==> src/rtl/ring_buf_wpack_if.sv <==
// Write-side bundle between the upstream requesters, the packing stage and the ring buffer.
// The slave modport is the packing stage's view; the master modport is the environment's view.
interface ring_buf_wpack_if #(
  parameter int unsigned DATA  = 64,
  parameter int unsigned WRITE = 4
);
  localparam int unsigned WNUM = $clog2(WRITE) + 1;

  logic [WRITE-1:0]           in_v;
  logic [WRITE-1:0][DATA-1:0] in_d;
  logic                       in_ready;
  logic [WRITE-1:0]           out_we;
  logic [WRITE-1:0][DATA-1:0] out_wd;
  logic [WNUM-1:0]            out_num;
  logic                       busy;

  modport slave (
    input  in_v,
    input  in_d,
    output in_ready,
    output out_we,
    output out_wd,
    output out_num,
    input  busy
  );

  modport master (
    output in_v,
    output in_d,
    input  in_ready,
    input  out_we,
    input  out_wd,
    input  out_num,
    output busy
  );
endinterface

==> src/rtl/ring_buf_wpack.sv <==
// Write packing stage in front of the ring buffer: compacts sparse per-lane write requests into
// dense low lanes (order kept) and holds them in one registered stage until the buffer takes them.
// ACT gives the polarity of in_v, out_we and busy (1'b0 = active-low).
// Optional macro RING_BUF_WPACK_STAT_EN adds saturating stat_ent / stat_stall counters.
module ring_buf_wpack #(
  parameter int unsigned DATA  = 64,
  parameter int unsigned WRITE = 4,
  parameter bit          ACT   = 1'b0
) (
  input  logic                 clk,
  input  logic                 reset,
  input  logic                 flush_,
  ring_buf_wpack_if.slave      bus
`ifdef RING_BUF_WPACK_STAT_EN
  ,
  output logic [31:0]          stat_ent,
  output logic [31:0]          stat_stall
`endif
);

  localparam int unsigned WNUM    = $clog2(WRITE) + 1;
  localparam bit          ENABLE  = ACT;
  localparam bit          DISABLE = !ACT;

  logic                       stage_v_q, stage_v_d;
  logic [WRITE-1:0]           stage_we_q, stage_we_d;
  logic [WRITE-1:0][DATA-1:0] stage_wd_q, stage_wd_d;
  logic [WNUM-1:0]            stage_num_q, stage_num_d;

  logic [WRITE-1:0]           req;
  logic [WNUM-1:0]            rank [WRITE];
  logic [WNUM-1:0]            pop;
  logic [WRITE-1:0]           pack_we;
  logic [WRITE-1:0][DATA-1:0] pack_wd;
  logic                       drain;
  logic                       in_ready;
  logic                       accept;

  // Decode requests to active-high and give each lane its rank (requests below it).
  always_comb begin
    pop = '0;
    for (int i = 0; i < WRITE; i++) begin
      req[i]  = (bus.in_v[i] == ENABLE);
      rank[i] = pop;
      pop     = pop + WNUM'(req[i]);
    end
  end

  // Compaction: output lane k takes the requesting input whose rank is k.
  always_comb begin
    pack_we = {WRITE{DISABLE}};
    pack_wd = '0;
    for (int k = 0; k < WRITE; k++) begin
      for (int i = 0; i < WRITE; i++) begin
        if (req[i] && (rank[i] == WNUM'(k))) begin
          pack_we[k] = ENABLE;
          pack_wd[k] = bus.in_d[i];
        end
      end
    end
  end

  // Handshake: the stage is free when empty or when the buffer takes it this cycle.
  always_comb begin
    drain        = stage_v_q && (bus.busy != ENABLE);
    in_ready     = flush_ && (!stage_v_q || drain);
    accept       = in_ready && (|req);
    bus.in_ready = in_ready;
  end

  // Stage next state; a load in the drain cycle replaces the outgoing bundle.
  always_comb begin
    stage_v_d   = stage_v_q;
    stage_we_d  = stage_we_q;
    stage_wd_d  = stage_wd_q;
    stage_num_d = stage_num_q;
    if (!flush_ || (drain && !accept)) begin
      stage_v_d   = 1'b0;
      stage_we_d  = {WRITE{DISABLE}};
      stage_wd_d  = '0;
      stage_num_d = '0;
    end else if (accept) begin
      stage_v_d   = 1'b1;
      stage_we_d  = pack_we;
      stage_wd_d  = pack_wd;
      stage_num_d = pop;
    end
  end

  // Stage register with synchronous reset.
  always_ff @(posedge clk) begin
    if (reset) begin
      stage_v_q   <= 1'b0;
      stage_we_q  <= {WRITE{DISABLE}};
      stage_wd_q  <= '0;
      stage_num_q <= '0;
    end else begin
      stage_v_q   <= stage_v_d;
      stage_we_q  <= stage_we_d;
      stage_wd_q  <= stage_wd_d;
      stage_num_q <= stage_num_d;
    end
  end

  // Cleared stage already reads as all-disabled / zero, so outputs come straight from it.
  assign bus.out_we  = stage_we_q;
  assign bus.out_wd  = stage_wd_q;
  assign bus.out_num = stage_num_q;

`ifdef RING_BUF_WPACK_STAT_EN
  logic [31:0] stat_ent_q, stat_ent_d;
  logic [31:0] stat_stall_q, stat_stall_d;
  logic [32:0] ent_sum;

  // Saturating entry and stall counters; flush clears them like the stage.
  always_comb begin
    ent_sum      = {1'b0, stat_ent_q} + 33'(pop);
    stat_ent_d   = stat_ent_q;
    stat_stall_d = stat_stall_q;
    if (!flush_) begin
      stat_ent_d   = '0;
      stat_stall_d = '0;
    end else begin
      if (accept) begin
        stat_ent_d = ent_sum[32] ? '1 : ent_sum[31:0];
      end
      if (stage_v_q && (bus.busy == ENABLE) && (stat_stall_q != '1)) begin
        stat_stall_d = stat_stall_q + 32'd1;
      end
    end
  end

  // Counter registers with synchronous reset.
  always_ff @(posedge clk) begin
    if (reset) begin
      stat_ent_q   <= '0;
      stat_stall_q <= '0;
    end else begin
      stat_ent_q   <= stat_ent_d;
      stat_stall_q <= stat_stall_d;
    end
  end

  assign stat_ent   = stat_ent_q;
  assign stat_stall = stat_stall_q;
`endif

endmodule

==> src/flat_wrapper.sv <==
// flat-port wrapper written by rule: the top's interface ports become plain ports
module ring_buf_wpack_flat 
#(
  parameter int unsigned DATA  = 64,
  parameter int unsigned WRITE = 4,
  parameter bit          ACT   = 1'b0
)
  (clk, reset, flush_, bus_in_v, bus_in_d, bus_in_ready, bus_out_we, bus_out_wd, bus_out_num, bus_busy);
  ring_buf_wpack_if #(.DATA(DATA), .WRITE(WRITE)) bus_i ();
  input  logic clk;
  input  logic reset;
  input  logic flush_;
  input wire logic [$bits(bus_i.in_v)-1:0] bus_in_v;
  input wire logic [$bits(bus_i.in_d)-1:0] bus_in_d;
  output wire logic [$bits(bus_i.in_ready)-1:0] bus_in_ready;
  output wire logic [$bits(bus_i.out_we)-1:0] bus_out_we;
  output wire logic [$bits(bus_i.out_wd)-1:0] bus_out_wd;
  output wire logic [$bits(bus_i.out_num)-1:0] bus_out_num;
  input wire logic [$bits(bus_i.busy)-1:0] bus_busy;
  assign bus_i.in_v = bus_in_v;
  assign bus_i.in_d = bus_in_d;
  assign bus_in_ready = bus_i.in_ready;
  assign bus_out_we = bus_i.out_we;
  assign bus_out_wd = bus_i.out_wd;
  assign bus_out_num = bus_i.out_num;
  assign bus_i.busy = bus_busy;
  ring_buf_wpack #(.DATA(DATA), .WRITE(WRITE), .ACT(ACT)) u_core (.clk(clk), .reset(reset), .flush_(flush_), .bus(bus_i));
endmodule
==> config.mk <==
export PLATFORM = sky130hd
export DESIGN_NAME = ring_buf_wpack_flat
export DESIGN_NICKNAME = d
export VERILOG_FILES = /design/src/rtl/ring_buf_wpack_if.sv /design/src/rtl/ring_buf_wpack.sv /design/src/flat_wrapper.sv
export SDC_FILE = /design/constraint.sdc
export NUM_CORES = 1
export LEC_CHECK = 0
export ABC_AREA = 0
export BUFFER_PORTS_ARGS = -buffer_cell sky130_fd_sc_hd__buf_4
export CORE_AREA = 4 4 203 205
export CTS_BUF_LIST = sky130_fd_sc_hd__clkbuf_2 sky130_fd_sc_hd__clkbuf_4 sky130_fd_sc_hd__clkbuf_8
export DETAILED_ROUTE_END_ITERATION = 7
export DIE_AREA = 0 0 207 209
export SLEW_MARGIN = 20
export SYNTH_ARGS = -nofsm -noshare
export SYNTH_HDL_FRONTEND = slang
export SYNTH_SLANG_ARGS = --single-unit
==> constraint.sdc <==
create_clock -name clk -period 2.9 [get_ports clk]
set_clock_uncertainty 0.15 [all_clocks]
set_input_delay 0.29 -clock clk [delete_from_list [all_inputs] [get_ports clk]]
set_output_delay 0.29 -clock clk [all_outputs]
set_load 0.03 [all_outputs]
==> out/metrics.csv <==
stage;metric;value;unit
run_status;outcome;finished clean;
final_layout;fin util;56.1;%
floorplanning;Die Wd;207;um
floorplanning;die area;43300;um^2
cts;CTS H-tree lvls;2;
timing;Final setup viols;0;
power;Net Sw Power;3.28;mW
synth;asr flop ratio synth;0;%
global_routing;number of global-route vias before repair;17200;
cts;Root Buffer;clkbuf_8;
timing;Final Max Tran Viols;0;
cts;Worst-Skew Late Latency;630;ps
setup_path;worst-path maximum fanout;42;
routing;WL final;68100;um
global_routing;first-pass GRT wire length;103000;um
routing;mean number of vias per cell;5.66;
floorplanning;I/O pins;528;
setup_path;crit-path cells;buf_4 -> inv_1 -> ha_4 -> ha_1 -> ha_1 -> nor4_2 -> buf_12 -> nand2_1 -> a311oi_1 -> dlygate4sd3_1;
routing;drt first-iter violations;1427;
synth;Synth area leaders;dfxtp_1, nand2_1, a21oi_1;
cts;Post-CTS Setup Bufs;0;
placement;post-place instance area;18200;um^2
setup_path;critical path endpoint category;register;
floorplanning;initial core utilization;34.7;%
final_layout;# nets final;2785;
power;Cell Pwr Density;481;nW/um^2
power;Gate power share;24.5;%
synth;area leader, netlist;dfxtp_1;
cts;clock buffer depth;3;
setup_path;CP delay by family, top;buffers and inverters;
setup_path;most frequent CP cell;ha_1;
cts;total CTS buffers;50;
floorplanning;std cell rows;73;
global_routing;total track usage;29.6;%
power;Clk pwr share;39.6;%
timing;Fin. Hold Viols;0;
setup_path;Setup crit start kind;primary input;
final_layout;area delta synth->final;61.8;%
cts;clk slew on worst S/H paths;60;ps
timing;final period utilization;94.5;%
setup_path;crit path kind;in -> reg;
synth;top cell type's share of synthesized area;38.6;%
synth;Post-Synthesis Cell Area;13700;um^2
timing;measured slew at the worst slew-check pin;728;ps
routing;Avg WL per Cell;22.2;um
final_layout;share of cells above drive strength 1;27.0;%
floorplanning;Die Height;209;um
cts;clk sink count;264;
setup_path;CP arrival;3150;ps
synth;Main synth FF type;dfxtp_1;
routing;Final ANT Viol Nets;0;
synth;Distinct cells, synth;40;
synth;sequential element share of the synthesized area;38.6;%
placement;Placer Congestion;0.900;
cts;CTS tree;yes;
setup_path;Required @ worst endpoint;3310;ps
power;sw frac;30.8;%
timing;RSZ-0062 raised after global routing;no;
placement;port bufs;527;
job;maxcap violations;0;
timing;fmax;0.365;GHz
global_routing;total grt overflow;0;
worst_hold_path;HP Class;in -> reg;
placement;HPWL Detailed;43300;um
power;Peak VDD IR;299;uV
timing;Max transition margin;51.5;%
power;P_leak;9.10;nW
floorplanning;core area;39500;um^2
synth;Yosys warnings;0;
routing;DR pass1 iterations;6;
synth;Post-synth EDFFs;0;
routing;Vias;17400;
final_layout;Finished Cell Area;22100;um^2
synth;Yosys reg bits;264;
setup_path;R2R Setup Slk;250;ps
power;total chip power;10.6;mW
synth;Syn Area/Cell;7.57;um^2
global_routing;largest net degree at the start of global routing;149;
power;Pint;7.36;mW
timing;Tmin final;2740;ps
power;Flop pwr share;35.9;%
global_routing;initial antenna violation count;5;
setup_path;CP max-delay cell;dlygate4sd3_1;
synth;syn nets;2079;
setup_path;crit-path max cell delay;600;ps
routing;DRC viols;0;
setup_path;CP Buf/Inv Count;4;
synth;Post-Syn Instances;1806;
path summary, 6_finish.rpt:
kind | from | to | depth (start not counted)
worst min-delay path | bus_in_d[22] | u_core.bus.out_wd[22] | 4
worst max-delay path | bus_in_v[1] | u_core.bus.out_wd[129] | 10
worst max register to register | u_core.stage_v_q | u_core.bus.out_wd[149] | 6
worst min register to register | u_core.bus.out_wd[220] | u_core.bus.out_wd[220] | 2
Yosys cell counts (2+ instances only):
cell type / instances
a21oi_1: 193
nand3_1: 132
nor2b_1: 4
o211ai_1: 66
clkbuf_1: 119
nand2b_1: 5
dfxtp_1: 264
nand2_1: 393
a21o_1: 64
and2_1: 3
fa_1: 2
buf_1: 8
buf_2: 60
a311o_1: 62
a221o_1: 63
a311oi_1: 65
xnor2_1: 2
nor2_1: 193
buf_6: 8
a211oi_1: 65
o311ai_0: 2
inv_1: 6
buf_4: 4
ha_1: 7
through the flow:
stage / setup WS, ps / std cells / hold slack (ps) / setup TNS (ps)
floorplan: 363 / 1806 / 276 / 0
global placement: 55.4 / 2712 / 289 / 0
detailed placement: -3.21 / 2712 / 296 / -3.21
CTS: 194 / 3072 / 0.591 / 0
global route: 15.9 / 3074 / 27.4 / 0
finish: 158 / 3074 / 37.7 / 0
logic make-up (layout without fill, tap and decap cells):
family	Yosys count	count (layout)	synth area share [%]
and+or+nand+nor	739	739	22.0
buffers and inverters	206	947	6.76
other	0	2	0
AOI/OAI and AO/OA	586	586	31.5
xor gates and xnor gates	2	2	0.128
adders and majority gates	9	9	0.933
DFF	264	264	38.6
what timing repair did:
action	in CTS	in global routing
setup endpoints to repair	0	46
hold buffers	273	0
gates resized for setup	0	3
endpoints found under the hold margin	262	0
worst min-delay path: stages:
cell      delay (ps)
buf_4             80
a221o_1          120
o211ai_1          80
a211oi_1         190
cell usage in the layout, fill, tap and decap left out, types with 2 or more instances in the layout:
cell / Yosys / layout
dfxtp_1: 264 / 264
nand2_1: 393 / 392
buf_12: 0 / 24
xnor2_1: 2 / 2
o211ai_1: 66 / 66
a211oi_1: 65 / 65
a21oi_1: 193 / 193
buf_4: 4 / 554
nand2b_1: 5 / 2
nand2b_4: 0 / 3
bufinv_16: 0 / 2
dlygate4sd3_1: 0 / 273
fa_1: 2 / 2
buf_6: 8 / 3
inv_1: 6 / 6
diode_2: 0 / 2
nor2b_4: 0 / 3
a311oi_1: 65 / 65
clkbuf_8: 0 / 75
a311o_1: 62 / 62
a221o_1: 63 / 63
nand3_1: 132 / 131
clkbuf_4: 0 / 5
clkinv_2: 0 / 4
ha_1: 7 / 5
nor2_1: 193 / 192
a21o_1: 64 / 64
o311ai_0: 2 / 2
and2_1: 3 / 2
power by group through the flow:
stage | registers (mW) | clock network (mW) | logic (mW)
finish | 3.82 | 4.21 | 2.60
global route | 3.83 | 4.42 | 2.77
floorplan | 4.12 | 0 | 0.995
global placement | 3.89 | 0 | 2.25
detailed placement | 3.90 | 0 | 2.27
CTS | 3.82 | 4.28 | 2.57
state kept, by name, summed over array words and instances (netlist names):
| signal | count |
|---|---|
| u_core.bus.out_we | 4 |
| u_core.stage_v_q | 1 |
| u_core.bus.out_wd | 256 |
| u_core.bus.out_num | 3 |
area by class of cell:
cell class              count  area (um^2)
clock buffers              80         1070
clock inverters             7         87.6
flip-flops and latches    264         5290
fillers                  3622        17300
repair buffers            854         7410
well taps                 525          657
inverters                   6         22.5
diodes                      2         5.00
multi-input cells        1336         7600
metal layers:
metal / global-route usage (%) / share of wire, % / vias to the layer above / routed length (um)
li1: - / - / 7949 / -
met1: 36.0 / 39 / 8240 / 26500
met2: 49.6 / 48 / 995 / 32400
met3: 7.34 / 9.3 / 200 / 6340
met4: 13.1 / 4.3 / 6 / 2910
met5: 0 / 0.041 / - / 28
No activity file was read; power rests on OpenSTA's default activity.
